<file path="src/rtl/cla16_seq_pkg.sv">
// ============================================================================
// Module   : cla16_seq_pkg
// Brief    : Shared types and sizing for the sequential 16-bit lookahead adder.
// Revision : 1.0  initial release
// ============================================================================
`default_nettype none

package cla16_seq_pkg;

  localparam int WIDTH  = 16;
  localparam int SLICE  = 4;
  localparam int NSLICE = WIDTH / SLICE;

  typedef enum logic [1:0] {
    IDLE = 2'd0,
    RUN  = 2'd1,
    DONE = 2'd2
  } state_t;

endpackage : cla16_seq_pkg

`default_nettype wire

</file>
<file path="src/rtl/cla16_seq_ctrl_cla4_slice.sv">
// ============================================================================
// Module   : cla4_slice
// Brief    : Purely combinational 4-bit carry-lookahead adder slice.
// Revision : 1.0  initial release
// ============================================================================
`default_nettype none

module cla4_slice
  import cla16_seq_pkg::*;
(
  input  logic [SLICE-1:0] A,
  input  logic [SLICE-1:0] B,
  input  logic             Ci,
  output logic [SLICE-1:0] S,
  output logic             Co,
  output logic             PG,
  output logic             GG
);

  logic [SLICE-1:0] p_w;
  logic [SLICE-1:0] g_w;
  logic [SLICE:0]   c_w;

  assign p_w = A ^ B;
  assign g_w = A & B;

  // Every carry is a flat sum of products of Ci and the bit generates.
  assign c_w[0] = Ci;
  assign c_w[1] = g_w[0] | (p_w[0] & Ci);
  assign c_w[2] = g_w[1] | (p_w[1] & g_w[0]) | (p_w[1] & p_w[0] & Ci);
  assign c_w[3] = g_w[2] | (p_w[2] & g_w[1]) | (p_w[2] & p_w[1] & g_w[0])
                | (p_w[2] & p_w[1] & p_w[0] & Ci);

  assign PG = &p_w;
  assign GG = g_w[3] | (p_w[3] & g_w[2]) | (p_w[3] & p_w[2] & g_w[1])
            | (p_w[3] & p_w[2] & p_w[1] & g_w[0]);
  assign c_w[4] = GG | (PG & Ci);
  assign Co     = c_w[4];

  for (genvar i = 0; i < SLICE; i++) begin : g_sum
    assign S[i] = p_w[i] ^ c_w[i];
  end

endmodule : cla4_slice

`default_nettype wire

</file>
<file path="src/rtl/cla16_seq_ctrl.sv">
// ============================================================================
// Module   : cla16_seq_ctrl
// Brief    : 16-bit add over four cycles through one 4-bit lookahead slice.
//            Optional subtract mode (op port) under CLA16_SEQ_SUBTRACT_EN.
// Revision : 1.0  initial release
// ============================================================================
`default_nettype none

module cla16_seq_ctrl
  import cla16_seq_pkg::*;
(
  input  logic             clk,
  input  logic             rst_n,
  input  logic             abort,
  input  logic             in_valid,
  output logic             in_ready,
  input  logic [WIDTH-1:0] a,
  input  logic [WIDTH-1:0] b,
  input  logic             cin,
`ifdef CLA16_SEQ_SUBTRACT_EN
  input  logic             op,
`endif
  output logic             out_valid,
  input  logic             out_ready,
  output logic [WIDTH-1:0] sum,
  output logic             cout,
  output logic             ovf,
  output logic             pg_all
);

  state_t           state_q, state_d;
  logic [WIDTH-1:0] a_q, a_d;
  logic [WIDTH-1:0] b_q, b_d;
  logic             carry_q, carry_d;
  logic [1:0]       idx_q, idx_d;
  logic [WIDTH-1:0] sum_q, sum_d;
  logic             cout_q, cout_d;
  logic             ovf_q, ovf_d;
  logic             pg_all_q, pg_all_d;
`ifdef CLA16_SEQ_SUBTRACT_EN
  logic             op_q, op_d;
`endif

  logic [WIDTH-1:0] b_eff_w;
  logic             cin_eff_w;
  logic [SLICE-1:0] s_w;
  logic             co_w;
  logic             pg_w;
  logic             gg_w;

`ifdef CLA16_SEQ_SUBTRACT_EN
  // Subtract is a + ~b + 1; the carry-in seeds the +1 so cin is ignored.
  assign b_eff_w   = op_q ? ~b_q : b_q;
  assign cin_eff_w = op ? 1'b1 : cin;
`else
  assign b_eff_w   = b_q;
  assign cin_eff_w = cin;
`endif

  cla4_slice u_slice (
    .A  (a_q[SLICE*idx_q +: SLICE]),
    .B  (b_eff_w[SLICE*idx_q +: SLICE]),
    .Ci (carry_q),
    .S  (s_w),
    .Co (co_w),
    .PG (pg_w),
    .GG (gg_w)
  );

  always_comb begin
    state_d  = state_q;
    a_d      = a_q;
    b_d      = b_q;
    carry_d  = carry_q;
    idx_d    = idx_q;
    sum_d    = sum_q;
    cout_d   = cout_q;
    ovf_d    = ovf_q;
    pg_all_d = pg_all_q;
`ifdef CLA16_SEQ_SUBTRACT_EN
    op_d     = op_q;
`endif

    case (state_q)
      IDLE: begin
        if (!abort && in_valid) begin
          a_d      = a;
          b_d      = b;
          carry_d  = cin_eff_w;
          idx_d    = 2'd0;
          pg_all_d = 1'b1;
`ifdef CLA16_SEQ_SUBTRACT_EN
          op_d     = op;
`endif
          state_d  = RUN;
        end
      end
      RUN: begin
        if (abort) begin
          state_d = IDLE;
        end else begin
          sum_d[SLICE*idx_q +: SLICE] = s_w;
          carry_d  = co_w;
          pg_all_d = pg_all_q & pg_w;
          idx_d    = idx_q + 2'd1;
          if (idx_q == 2'(NSLICE - 1)) begin
            // Top nibble: s_w[3] is the final sum[15].
            cout_d  = co_w;
            ovf_d   = (a_q[WIDTH-1] == b_eff_w[WIDTH-1]) && (s_w[SLICE-1] != a_q[WIDTH-1]);
            state_d = DONE;
          end
        end
      end
      DONE: begin
        if (abort || out_ready) begin
          state_d = IDLE;
        end
      end
      default: state_d = IDLE;
    endcase
  end

  always_ff @(posedge clk or negedge rst_n) begin
    if (!rst_n) begin
      state_q  <= IDLE;
      a_q      <= '0;
      b_q      <= '0;
      carry_q  <= 1'b0;
      idx_q    <= 2'd0;
      sum_q    <= '0;
      cout_q   <= 1'b0;
      ovf_q    <= 1'b0;
      pg_all_q <= 1'b0;
    end else begin
      state_q  <= state_d;
      a_q      <= a_d;
      b_q      <= b_d;
      carry_q  <= carry_d;
      idx_q    <= idx_d;
      sum_q    <= sum_d;
      cout_q   <= cout_d;
      ovf_q    <= ovf_d;
      pg_all_q <= pg_all_d;
    end
  end

`ifdef CLA16_SEQ_SUBTRACT_EN
  always_ff @(posedge clk or negedge rst_n) begin
    if (!rst_n) begin
      op_q <= 1'b0;
    end else begin
      op_q <= op_d;
    end
  end
`endif

  assign in_ready  = (state_q == IDLE);
  assign out_valid = (state_q == DONE);
  assign sum       = sum_q;
  assign cout      = cout_q;
  assign ovf       = ovf_q;
  assign pg_all    = pg_all_q;

endmodule : cla16_seq_ctrl

`default_nettype wire

</file>
<file path="config.mk">
export PLATFORM = sky130hd
export DESIGN_NAME = cla16_seq_ctrl
export DESIGN_NICKNAME = d
export VERILOG_FILES = /design/src/rtl/cla16_seq_pkg.sv /design/src/rtl/cla16_seq_ctrl_cla4_slice.sv /design/src/rtl/cla16_seq_ctrl.sv
export SDC_FILE = /design/constraint.sdc
export NUM_CORES = 1
export LEC_CHECK = 0
export BUFFER_PORTS_ARGS = -buffer_cell sky130_fd_sc_hd__buf_2
export CORE_ASPECT_RATIO = 1.4
export CORE_MARGIN = 3
export CORE_UTILIZATION = 54
export DETAILED_ROUTE_END_ITERATION = 6
export GPL_TIMING_DRIVEN = 0
export PLACE_DENSITY = 0.76
export SYNTH_ARGS = -nofsm -noshare
export SYNTH_HDL_FRONTEND = slang
export SYNTH_SLANG_ARGS = --single-unit
</file>
<file path="constraint.sdc">
create_clock -name clk -period 3.2 [get_ports clk]
set_input_delay 0.64 -clock clk [delete_from_list [all_inputs] [get_ports clk]]
set_output_delay 0.64 -clock clk [all_outputs]
set_load 0.02 [all_outputs]
</file>
Word level (Yosys, flattened, before mapping)
Cells that the tools add are included.
{"block": "word_totals", "mem_bits_rw": 0, "latch_bits": 0, "in_bits": 38, "memories": 0, "mem_bits_ro": 0, "out_inout_bits": 21, "regBits": 56}
{"block": "op_classes", "n_lt_le_gt_ge": 0, "reduce_logical": 12, "addsub": 2, "div": 0, "multipliers": 0, "muxes": 15, "bitwise": 33, "n_eq_ne": 9, "n_shift": 4}
{"op": "4-bit negation with 34-bit output", "n": 1}
{"op": "4-bit by 34-bit variable shift with 16-bit output (first input constant)", "n": 1}
{"op": "4-bit by 34-bit variable part select with 16-bit output", "n": 1}
{"op": "16-bit by 5-bit variable part select with 4-bit output", "n": 2}
{"op": "1-bit AND", "n": 16}
{"op": "16-bit bitwise mux", "n": 1}
{"op": "2-bit two-way mux", "n": 6}
{"op": "1-bit OR", "n": 10}
{"op": "3-bit AND reduction", "n": 3}
{"op": "2-bit case mux with 3 select lines", "n": 1}
{"op": "4-bit AND", "n": 1}
{"op": "2-bit equality test (second input constant)", "n": 2}
{"op": "1-bit two-way mux", "n": 4}
{"op": "2-bit by 1-bit inequality test with 1-bit output (second input constant)", "n": 2}
{"op": "1-bit case mux with 2 select lines", "n": 2}
{"op": "2-bit case mux with 2 select lines", "n": 1}
{"op": "2-bit AND reduction", "n": 2}
{"op": "4-bit AND reduction", "n": 1}
{"op": "1-bit bitwise XOR", "n": 4}
{"op": "4-bit bitwise XOR", "n": 1}
{"op": "3-bit inequality test (second input constant)", "n": 1}
{"op": "2-bit by 1-bit adder with 2-bit output (second input constant)", "n": 1}
{"op": "2-bit by 1-bit equality test with 1-bit output (second input constant)", "n": 1}
{"op": "1-bit logical AND", "n": 2}
{"op": "other kinds (8)", "n": 8}

Logic depth before layout (Yosys ltp)
Gate-level depths: netlist of the first run.
{"block": "depth", "depth_word": 9, "ltp_mapped": 7, "ltp_nobuf": 6}

Hierarchy
A second synthesis of the first run with hierarchy kept.
{"block": "hier_totals", "cells_unflattened": 194, "hier_area_um2": 2725.1}
{"module": "cla16_seq_ctrl", "cells_per_inst": 172, "n_inst": 1, "area_each_um2": 2531.2}
{"module": "cla4_slice", "cells_per_inst": 22, "n_inst": 1, "area_each_um2": 193.9}

Worst setup path after synthesis of the first run
Ideal clock, no wire load.
{"block": "synth_path", "path_type": "register to register", "start": "register idx_q[0]", "end": "register sum_q[2] (netlist: sum[2])", "setup_time_ns": 0.121, "stages_incl_launch_ff": 8, "t_required_ns": 3.079, "synth_period_minus_slack_ns": 2.397, "setup_slack_ns": 0.803, "arrival_time_ns": 2.276, "cell_sequence": "dfrtp_1 > buf_2 > mux4_2 > ha_1 > a21o_1 > a21oi_1 > xnor2_1 > a22o_1"}
{"block": "synth_via", "elab_chain_cells": 9, "word_cells_on_any_way": 27, "cone_classes": "1 x add/sub; 4 x shift; 1 x mux; 21 x bitwise"}
{"item": "start, declared", "line": "cla16_seq_ctrl.sv:35", "text": "logic [1:0] idx_q, idx_d;"}
{"item": "start signal, assigned", "line": "cla16_seq_ctrl.sv:139", "text": "idx_q <= idx_d;"}
{"item": "16-bit by 5-bit variable part select with 4-bit output (on tied branches)", "line": "cla16_seq_ctrl.sv:61, cla16_seq_ctrl.sv:62"}
{"item": "4-bit bitwise XOR / 4-bit AND (equally long branches)", "line": "cla16_seq_ctrl_cla4_slice.sv:24, cla16_seq_ctrl_cla4_slice.sv:25"}
{"item": "1-bit AND (on tied branches)", "line": "cla16_seq_ctrl_cla4_slice.sv:31, cla16_seq_ctrl_cla4_slice.sv:32"}
{"item": "1-bit OR (tied with other cells)", "line": "cla16_seq_ctrl_cla4_slice.sv:31", "text": "assign c_w[3] = g_w[2] | (p_w[2] & g_w[1]) | (p_w[2] & p_w[1] & g_w[0])"}
{"item": "1-bit OR / 1-bit AND (equally long branches)", "line": "cla16_seq_ctrl_cla4_slice.sv:31, cla16_seq_ctrl_cla4_slice.sv:32"}
{"item": "1-bit OR", "line": "cla16_seq_ctrl_cla4_slice.sv:32", "text": "| (p_w[2] & p_w[1] & p_w[0] & Ci);"}
{"item": "1-bit bitwise XOR", "line": "cla16_seq_ctrl_cla4_slice.sv:41", "text": "assign S[i] = p_w[i] ^ c_w[i];"}
{"item": "4-bit by 34-bit variable part select with 16-bit output", "line": "cla16_seq_ctrl.sv:102", "text": "sum_d[SLICE*idx_q +: SLICE] = s_w;"}
{"item": "16-bit bitwise mux (*)", "line": "cla16_seq_ctrl.sv:102"}
{"item": "end signal, assigned", "line": "cla16_seq_ctrl.sv:140", "text": "sum_q <= sum_d;"}
{"item": "end, declared", "line": "cla16_seq_ctrl.sv:36", "text": "logic [WIDTH-1:0] sum_q, sum_d;"}
Every way passes the cells marked *; elsewhere a longest branch is shown, timed or not.
A chain may end at the register's enable or synchronous reset.

Worst setup path in the final report of the first run
{"block": "layout_path", "start": "register idx_q[0]", "end": "register sum_q[15] (netlist: sum[15])"}
The elaborated chain is that of the path after synthesis.

==> flow_metrics.env, run 1 <==
export IMPL_first_iter_violations=86
export IMPL_numCtsBuffers=5
export IMPL_async_flop_share_pct=100
export IMPL_crit_arrival_ns=3.12
export IMPL_grt_use_total_pct=20.1
export IMPL_cp_max_fo=10
export IMPL_synthToLayoutAreaGrowth_pct=17.3
export IMPL_die_h_um=89.3
export IMPL_hold_violations=0
export IMPL_first_global_vias=1809
export IMPL_maxSlewHeadroom_pct=20.4
export IMPL_die_area_um2=5850
export IMPL_critical_path_max_stage_delay_ns=0.61
export IMPL_grt_pass1_wl_um=8710
export IMPL_clock_skew_ns=0.00387
export IMPL_cts_setup_buffers=0
export IMPL_rows=29
export IMPL_hold_slack_ns=0.476
export IMPL_cts_resized=0
export IMPL_cts_tree="yes"
export IMPL_setup_violations=0
export IMPL_htreeDepth=2
export IMPL_fmax_ghz=0.349
export IMPL_maxCapViolCount=0
export IMPL_gp_congestion=0.848
export IMPL_ys_seq_area_share_pct=52.3
export IMPL_wire_per_inst_um=15.8
export IMPL_finalNetCount=320
export IMPL_syn_area_um2=2680
export IMPL_ant_nets=0
export IMPL_path_cells="buf_2, mux4_2, ha_1, nand4_1, nand3_1, xnor2_1, a22o_1"
export IMPL_wl_um=5240
export IMPL_via_count=1813
export IMPL_gr_total_overflow=0
export IMPL_final_common_cell="buf_2"
export IMPL_endpoint_kind="register"
export IMPL_crit_cells=7
export IMPL_layout_common_cells="60 x buf_2, 56 x dfrtp_1, 25 x mux2_2"
export IMPL_met2WireLength_um=2950
export IMPL_yosysWarningCount=0
export IMPL_avgSynthCellArea_um2=13.1
export IMPL_slew_violations=0
export IMPL_status="complete, no violations"
export IMPL_hold_path_class="register to register"
export IMPL_root_buffer="clkbuf_8"
export IMPL_dr_pass1_iters=2
export IMPL_rr_worst_depth=7
export IMPL_ir_worst_vdd_mv=0.473
export IMPL_fin_crit_ns=2.87
export IMPL_ys_flop_type="dfrtp_1"
export IMPL_hold_buffers=0
export IMPL_min_path_cells=2
export IMPL_vias_per_cell=5.46
export IMPL_diodes=0
export IMPL_antenna_found_initial=0
export IMPL_leakage_nw=1.48
export IMPL_cp_num_buf_inv=1
export IMPL_grt_max_degree=57
export IMPL_synth_cell_type_count=32
export IMPL_path_clk_slew_ns=0.09
export IMPL_core_um2=4640
export IMPL_wl_met1_um=2020
export IMPL_p_per_area_nw_per_um2=783
export IMPL_crit_type="register to register"
export IMPL_netlist_instances=205
export IMPL_synth_edf_count=0
export IMPL_clk_latency_ns=0.30
export IMPL_synth_seq_cells=56
export IMPL_clkSinkCount=56
export IMPL_drive_above_1_share_pct=39.3
export IMPL_setup_tns_ns=0
export IMPL_dp_hpwl_um=4010
export IMPL_io_pins=59
export IMPL_wl_met3_um=198
export IMPL_initial_core_util_pct=57.7
export IMPL_cp_top_family="multiplexers"
export IMPL_rsz0062_at_grt="no"
export IMPL_min_period_over_period_pct=89.7
export IMPL_worst_slew_pin_slew_ns=1.19
export IMPL_syn_num_nets=255
export IMPL_die_w_um=65.5
export IMPL_slowest_stage="mux4_2"
export IMPL_startpoint_type="register"
export IMPL_cp_required_ns=3.45
export IMPL_drc=0
export IMPL_highest_layer="met4"
export IMPL_cts_max_path_buffers=2
export IMPL_port_buffers=58
## worst paths after layout
kind | startpoint | end | slack, ns
worst min-delay path | sum[1] | sum[1] | 0.48
worst min register to register | sum[1] | sum[1] | 0.48
min in group asynchronous | rst_n | sum[14] | 0.58
worst max register to register | idx_q[0] | sum[15] | 0.33
worst max-delay path | idx_q[0] | sum[15] | 0.33
max in group asynchronous | rst_n | a_q[3] | 1.89
## worst reg2reg max path, delay by kind of cell (launching register included)
family                   cells  cell delay (ns)
multiplexers                 1             0.61
flip-flops                   1             0.55
XOR/XNOR                     1             0.47
buffers and inverters        1             0.36
adder cells (fa/ha/maj)      1             0.35
AND/OR/NAND/NOR              2             0.26
AO/OA/AOI/OAI                1             0.21
## final cells by class
type                    instances  area [um^2]
clock buffers                   7         96.3
well taps                      62         77.6
fillers                       396         1500
plain buffers                   7         55.1
inverters                       5         18.8
multi-input cells             137         1200
flip-flops and latches         56         1400
repair buffers                 58          290
## cells in the mapped netlist, drive strengths merged, types with 3 or more instances
cell type | number | area [um^2]
a21oi | 4 | 20.0
a22o | 8 | 70.1
buf | 6 | 51.3
dfrtp | 56 | 1400
ha | 11 | 138
inv | 5 | 18.8
mux2 | 32 | 360
mux4 | 8 | 180
nand2 | 23 | 86.3
nand3 | 6 | 30.0
nor2 | 9 | 33.8
nor2b | 3 | 18.8
o21ai | 7 | 35.0
o31ai | 6 | 45.0
xnor2 | 3 | 26.3
## per-stage QoR
step / total power [mW] / instances / util (%) / worst slack (ns) / cell area [um^2]
finish: 2.46 / 332 / 67.7 / 0.331 / 3140
global route: 2.65 / 332 / 67.7 / 0.126 / 3140
CTS: 2.49 / 332 / 67.7 / 0.292 / 3140
detailed placement: 2.08 / 325 / 65.6 / 0.311 / 3050
global placement: 2.04 / 325 / 65.6 / 0.368 / 3050
floorplan: 1.75 / 205 / - / 0.803 / 2680
## layer usage
metal | global-route usage [%] | up-vias
met5 | 0 | -
met4 | 6.23 | 0
met3 | 3.65 | 6
met2 | 38.1 | 35
met1 | 22.8 | 895
li1 | - | 877
## where the power goes
| part | total, mW | switching [mW] | internal (mW) |
|---|---|---|---|
| clock | 0.401 | 0.208 | 0.193 |
| combinational | 1.07 | 0.620 | 0.450 |
| sequential | 0.989 | 0.113 | 0.876 |
| total | 2.46 | 0.941 | 1.52 |
## registers in the layout (all words and copies together) (netlist names)
| signal | count |
|---|---|
| idx_q | 2 |
| sum | 16 |
| cout | 1 |
| pg_all | 1 |
| state_q | 2 |
| carry_q | 1 |
| ovf | 1 |
| a_q | 16 |
| b_eff_w | 16 |
## kinds of logic (layout without fill, tap and decap cells)
group	count (synthesis)	count (layout)	synth area share, %
adder cells (fa/ha/maj)	12	12	5.89
flip-flops	56	56	52.3
XOR/XNOR	3	3	0.981
AO/OA/AOI/OAI	32	32	8.45
multiplexers	40	40	20.2
AND/OR/NAND/NOR	50	50	9.43
buffers and inverters	12	77	2.76
Note: power is estimated with default switching activity, not from simulation.
==> run 2: changes to the inputs <==
--- a/config.mk
+++ b/config.mk
@@ -12,6 +12,8 @@
 export DETAILED_ROUTE_END_ITERATION = 6
 export GPL_TIMING_DRIVEN = 0
 export PLACE_DENSITY = 0.76
+export SETUP_SLACK_MARGIN = 0.4
 export SYNTH_ARGS = -nofsm -noshare
 export SYNTH_HDL_FRONTEND = slang
+export SYNTH_HIERARCHICAL = 1
 export SYNTH_SLANG_ARGS = --single-unit
==> run 2 against run 1 <==
Hold slack improved by 0.0081 ns. Sequential power about the same. Clock skew increased by 0.0032 ns. Largest power group unchanged.
==> flow_metrics.env, run 2 <==
export IMPL_status="complete, no violations"
export IMPL_layout_common_cells="59 x buf_2, 55 x dfrtp_1, 30 x mux2_2"
export IMPL_diodes=0
export IMPL_p_sw_share_pct=38.7
export IMPL_via_count=1758
export IMPL_syn_num_nets=240
export IMPL_finalNetCount=308
export IMPL_total_power_mw=2.99
export IMPL_pwr_share_seq_pct=33.8
export IMPL_ir_worst_vdd_mv=0.487
export IMPL_io_pins=59
export IMPL_clock_skew_ns=0.00709
export IMPL_hold_buffers=0
export IMPL_port_buffers=57
export IMPL_cts_max_path_buffers=2
export IMPL_rows=29
export IMPL_numCtsBuffers=5
export IMPL_critical_path_max_stage_delay_ns=0.52
export IMPL_cp_required_ns=3.43
export IMPL_gp_congestion=0.768
export IMPL_yosysWarningCount=6
export IMPL_p_switching_mw=1.16
export IMPL_fmax_ghz=0.375
export IMPL_drive_above_1_share_pct=48.7
export IMPL_reg2reg_slack_ns=0.53
export IMPL_pwr_share_comb_pct=50.8
export IMPL_cp_num_buf_inv=1
export IMPL_slowest_stage="mux4_2"
export IMPL_die_h_um=89.8
export IMPL_r2r_start="idx_q[0]"
export IMPL_min_path_cells=2
export IMPL_worst_slew_pin_slew_ns=1.20
export IMPL_ant_nets=0
export IMPL_netlist_instances=192
export IMPL_die_area_um2=5920
export IMPL_cts_tree="yes"
export IMPL_first_global_vias=1824
export IMPL_wl_um=5220
export IMPL_antenna_found_initial=0
export IMPL_leakage_nw=1.51
export IMPL_fin_crit_ns=2.67
export IMPL_dp_hpwl_um=3990
export IMPL_grt_max_degree=57
export IMPL_wire_per_inst_um=16.2
export IMPL_maxCapViolCount=0
export IMPL_rr_worst_depth=9
export IMPL_crit_start="idx_q[0]"
export IMPL_clkPwrFrac_pct=15.4
export IMPL_synthToLayoutAreaGrowth_pct=19.2
export IMPL_maxSlewHeadroom_pct=19.7
export IMPL_setup_violations=0
export IMPL_drc=0
export IMPL_syn_area_um2=2710
export IMPL_rsz0062_at_grt="no"
export IMPL_cp_top_family="compound AO/OA/AOI/OAI gates"
export IMPL_htreeDepth=2
export IMPL_avgSynthCellArea_um2=14.1
export IMPL_vias_per_cell=5.44
export IMPL_grt_use_total_pct=19.2
export IMPL_setup_tns_ns=0
export IMPL_p_per_area_nw_per_um2=925
export IMPL_min_period_over_period_pct=83.4
export IMPL_cp_max_fo=10
export IMPL_hold_start="ovf"
export IMPL_crit_type="register to register"
export IMPL_hold_violations=0
export IMPL_hold_path_class="register to register"
export IMPL_endpoint_kind="register"
export IMPL_final_common_cell="buf_2"
export IMPL_path_clk_slew_ns=0.09
export IMPL_nFillCells=357
export IMPL_startpoint_type="register"
export IMPL_initial_core_util_pct=57.9
export IMPL_gr_total_overflow=0
export IMPL_path_cells="buf_6, mux4_2, ha_1, a41oi_2, o21ai_2, xor2_2, nor3b_1, a21oi_1, o21ai_0"
export IMPL_crit_arrival_ns=2.90
export IMPL_grt_pass1_wl_um=8770
export IMPL_slew_violations=0
export IMPL_clk_latency_ns=0.31
export IMPL_p_int_mw=1.83
export IMPL_die_w_um=65.9
export IMPL_root_buffer="clkbuf_8"
export IMPL_holdPathEnd="ovf"
export IMPL_first_iter_violations=109
export IMPL_core_um2=4680
export IMPL_clkSinkCount=56
export IMPL_dr_pass1_iters=4
export IMPL_r2r_end="ovf"
==> run 2: cell count changes in the layout (fill, tap and decap cells not counted), sizes merged, moves of 4 or more <==
cell and delta:
nand3 -6, nand2 -13, buf +4, inv +4
nor2 -4, o31ai -6, a22o +5, nand4bb +4
==> run 2: layout make-up <==
class	instances	area, um^2	area share [%]
inverter	9	33.8	1.05
multi-input combinational	117	1210	37.5
buffer	10	78.8	2.44
clock buffer	5	68.8	2.13
clock inverter	3	42.5	1.32
timing repair buffer	61	315	9.76
sequential	56	1400	43.4
tap	62	77.6	2.40
==> run 2: power groups by stage <==
stage	sequential (mW)	clock, mW	combinational, mW
after global placement	1.02	0	1.38
after global routing	1.04	0.496	1.68
after detailed placement	1.03	0	1.42
final	1.01	0.460	1.52
after CTS	1.02	0.466	1.45
after floorplan	1.06	0	1.01
==> run 2: worst max path at each step <==
stage	end	slack, ns	depth (start not counted)
2_1_floorplan	ovf	0.57	9
3_3_place_gp	ovf	0.19	9
3_5_place_dp	ovf	0.08	9
4_1_cts	ovf	0.42	9
5_1_grt	ovf	0.41	9
6_report	ovf	0.53	9
==> run 2: routing by layer <==
layer	track usage [%]	vias up	wire length, um
met1	23.4	871	2070
met3	3.87	5	211
met4	4.15	0	55
met2	34.1	41	2880
met5	0	-	0
li1	-	841	-
==> run 2: worst reg2reg max path: stages (launching register included) <==
cell and delay (ns):
dfrtp_2 0.42, buf_6 0.19, mux4_2 0.53, ha_1 0.40, a41oi_2 0.24, o21ai_2 0.12
xor2_2 0.26, nor3b_1 0.25, a21oi_1 0.06, o21ai_0 0.13
==> run 2: what timing repair did <==
| action | CTS | global route |
|---|---|---|
| buffers inserted | 0 | 4 |
| hold endpoints to repair | 0 | 0 |
| setup endpoints to repair | 6 | 1 |
| gates resized for setup | 5 | 0 |
| pin swaps | 0 | 1 |
| gates cloned | 0 | 0 |
==> run 2: through the flow <==
step / util (%) / hold slack [ns] / cell area [um^2] / setup WS, ns / instances
after floorplan: - / 0.344 / 2710 / 0.570 / 192
after global placement: 65.7 / 0.459 / 3070 / 0.193 / 311
after detailed placement: 65.7 / 0.468 / 3070 / 0.0798 / 311
after CTS: 68.4 / 0.486 / 3200 / 0.423 / 319
after global routing: 69.0 / 0.480 / 3230 / 0.406 / 323
final: 69.0 / 0.484 / 3230 / 0.532 / 323
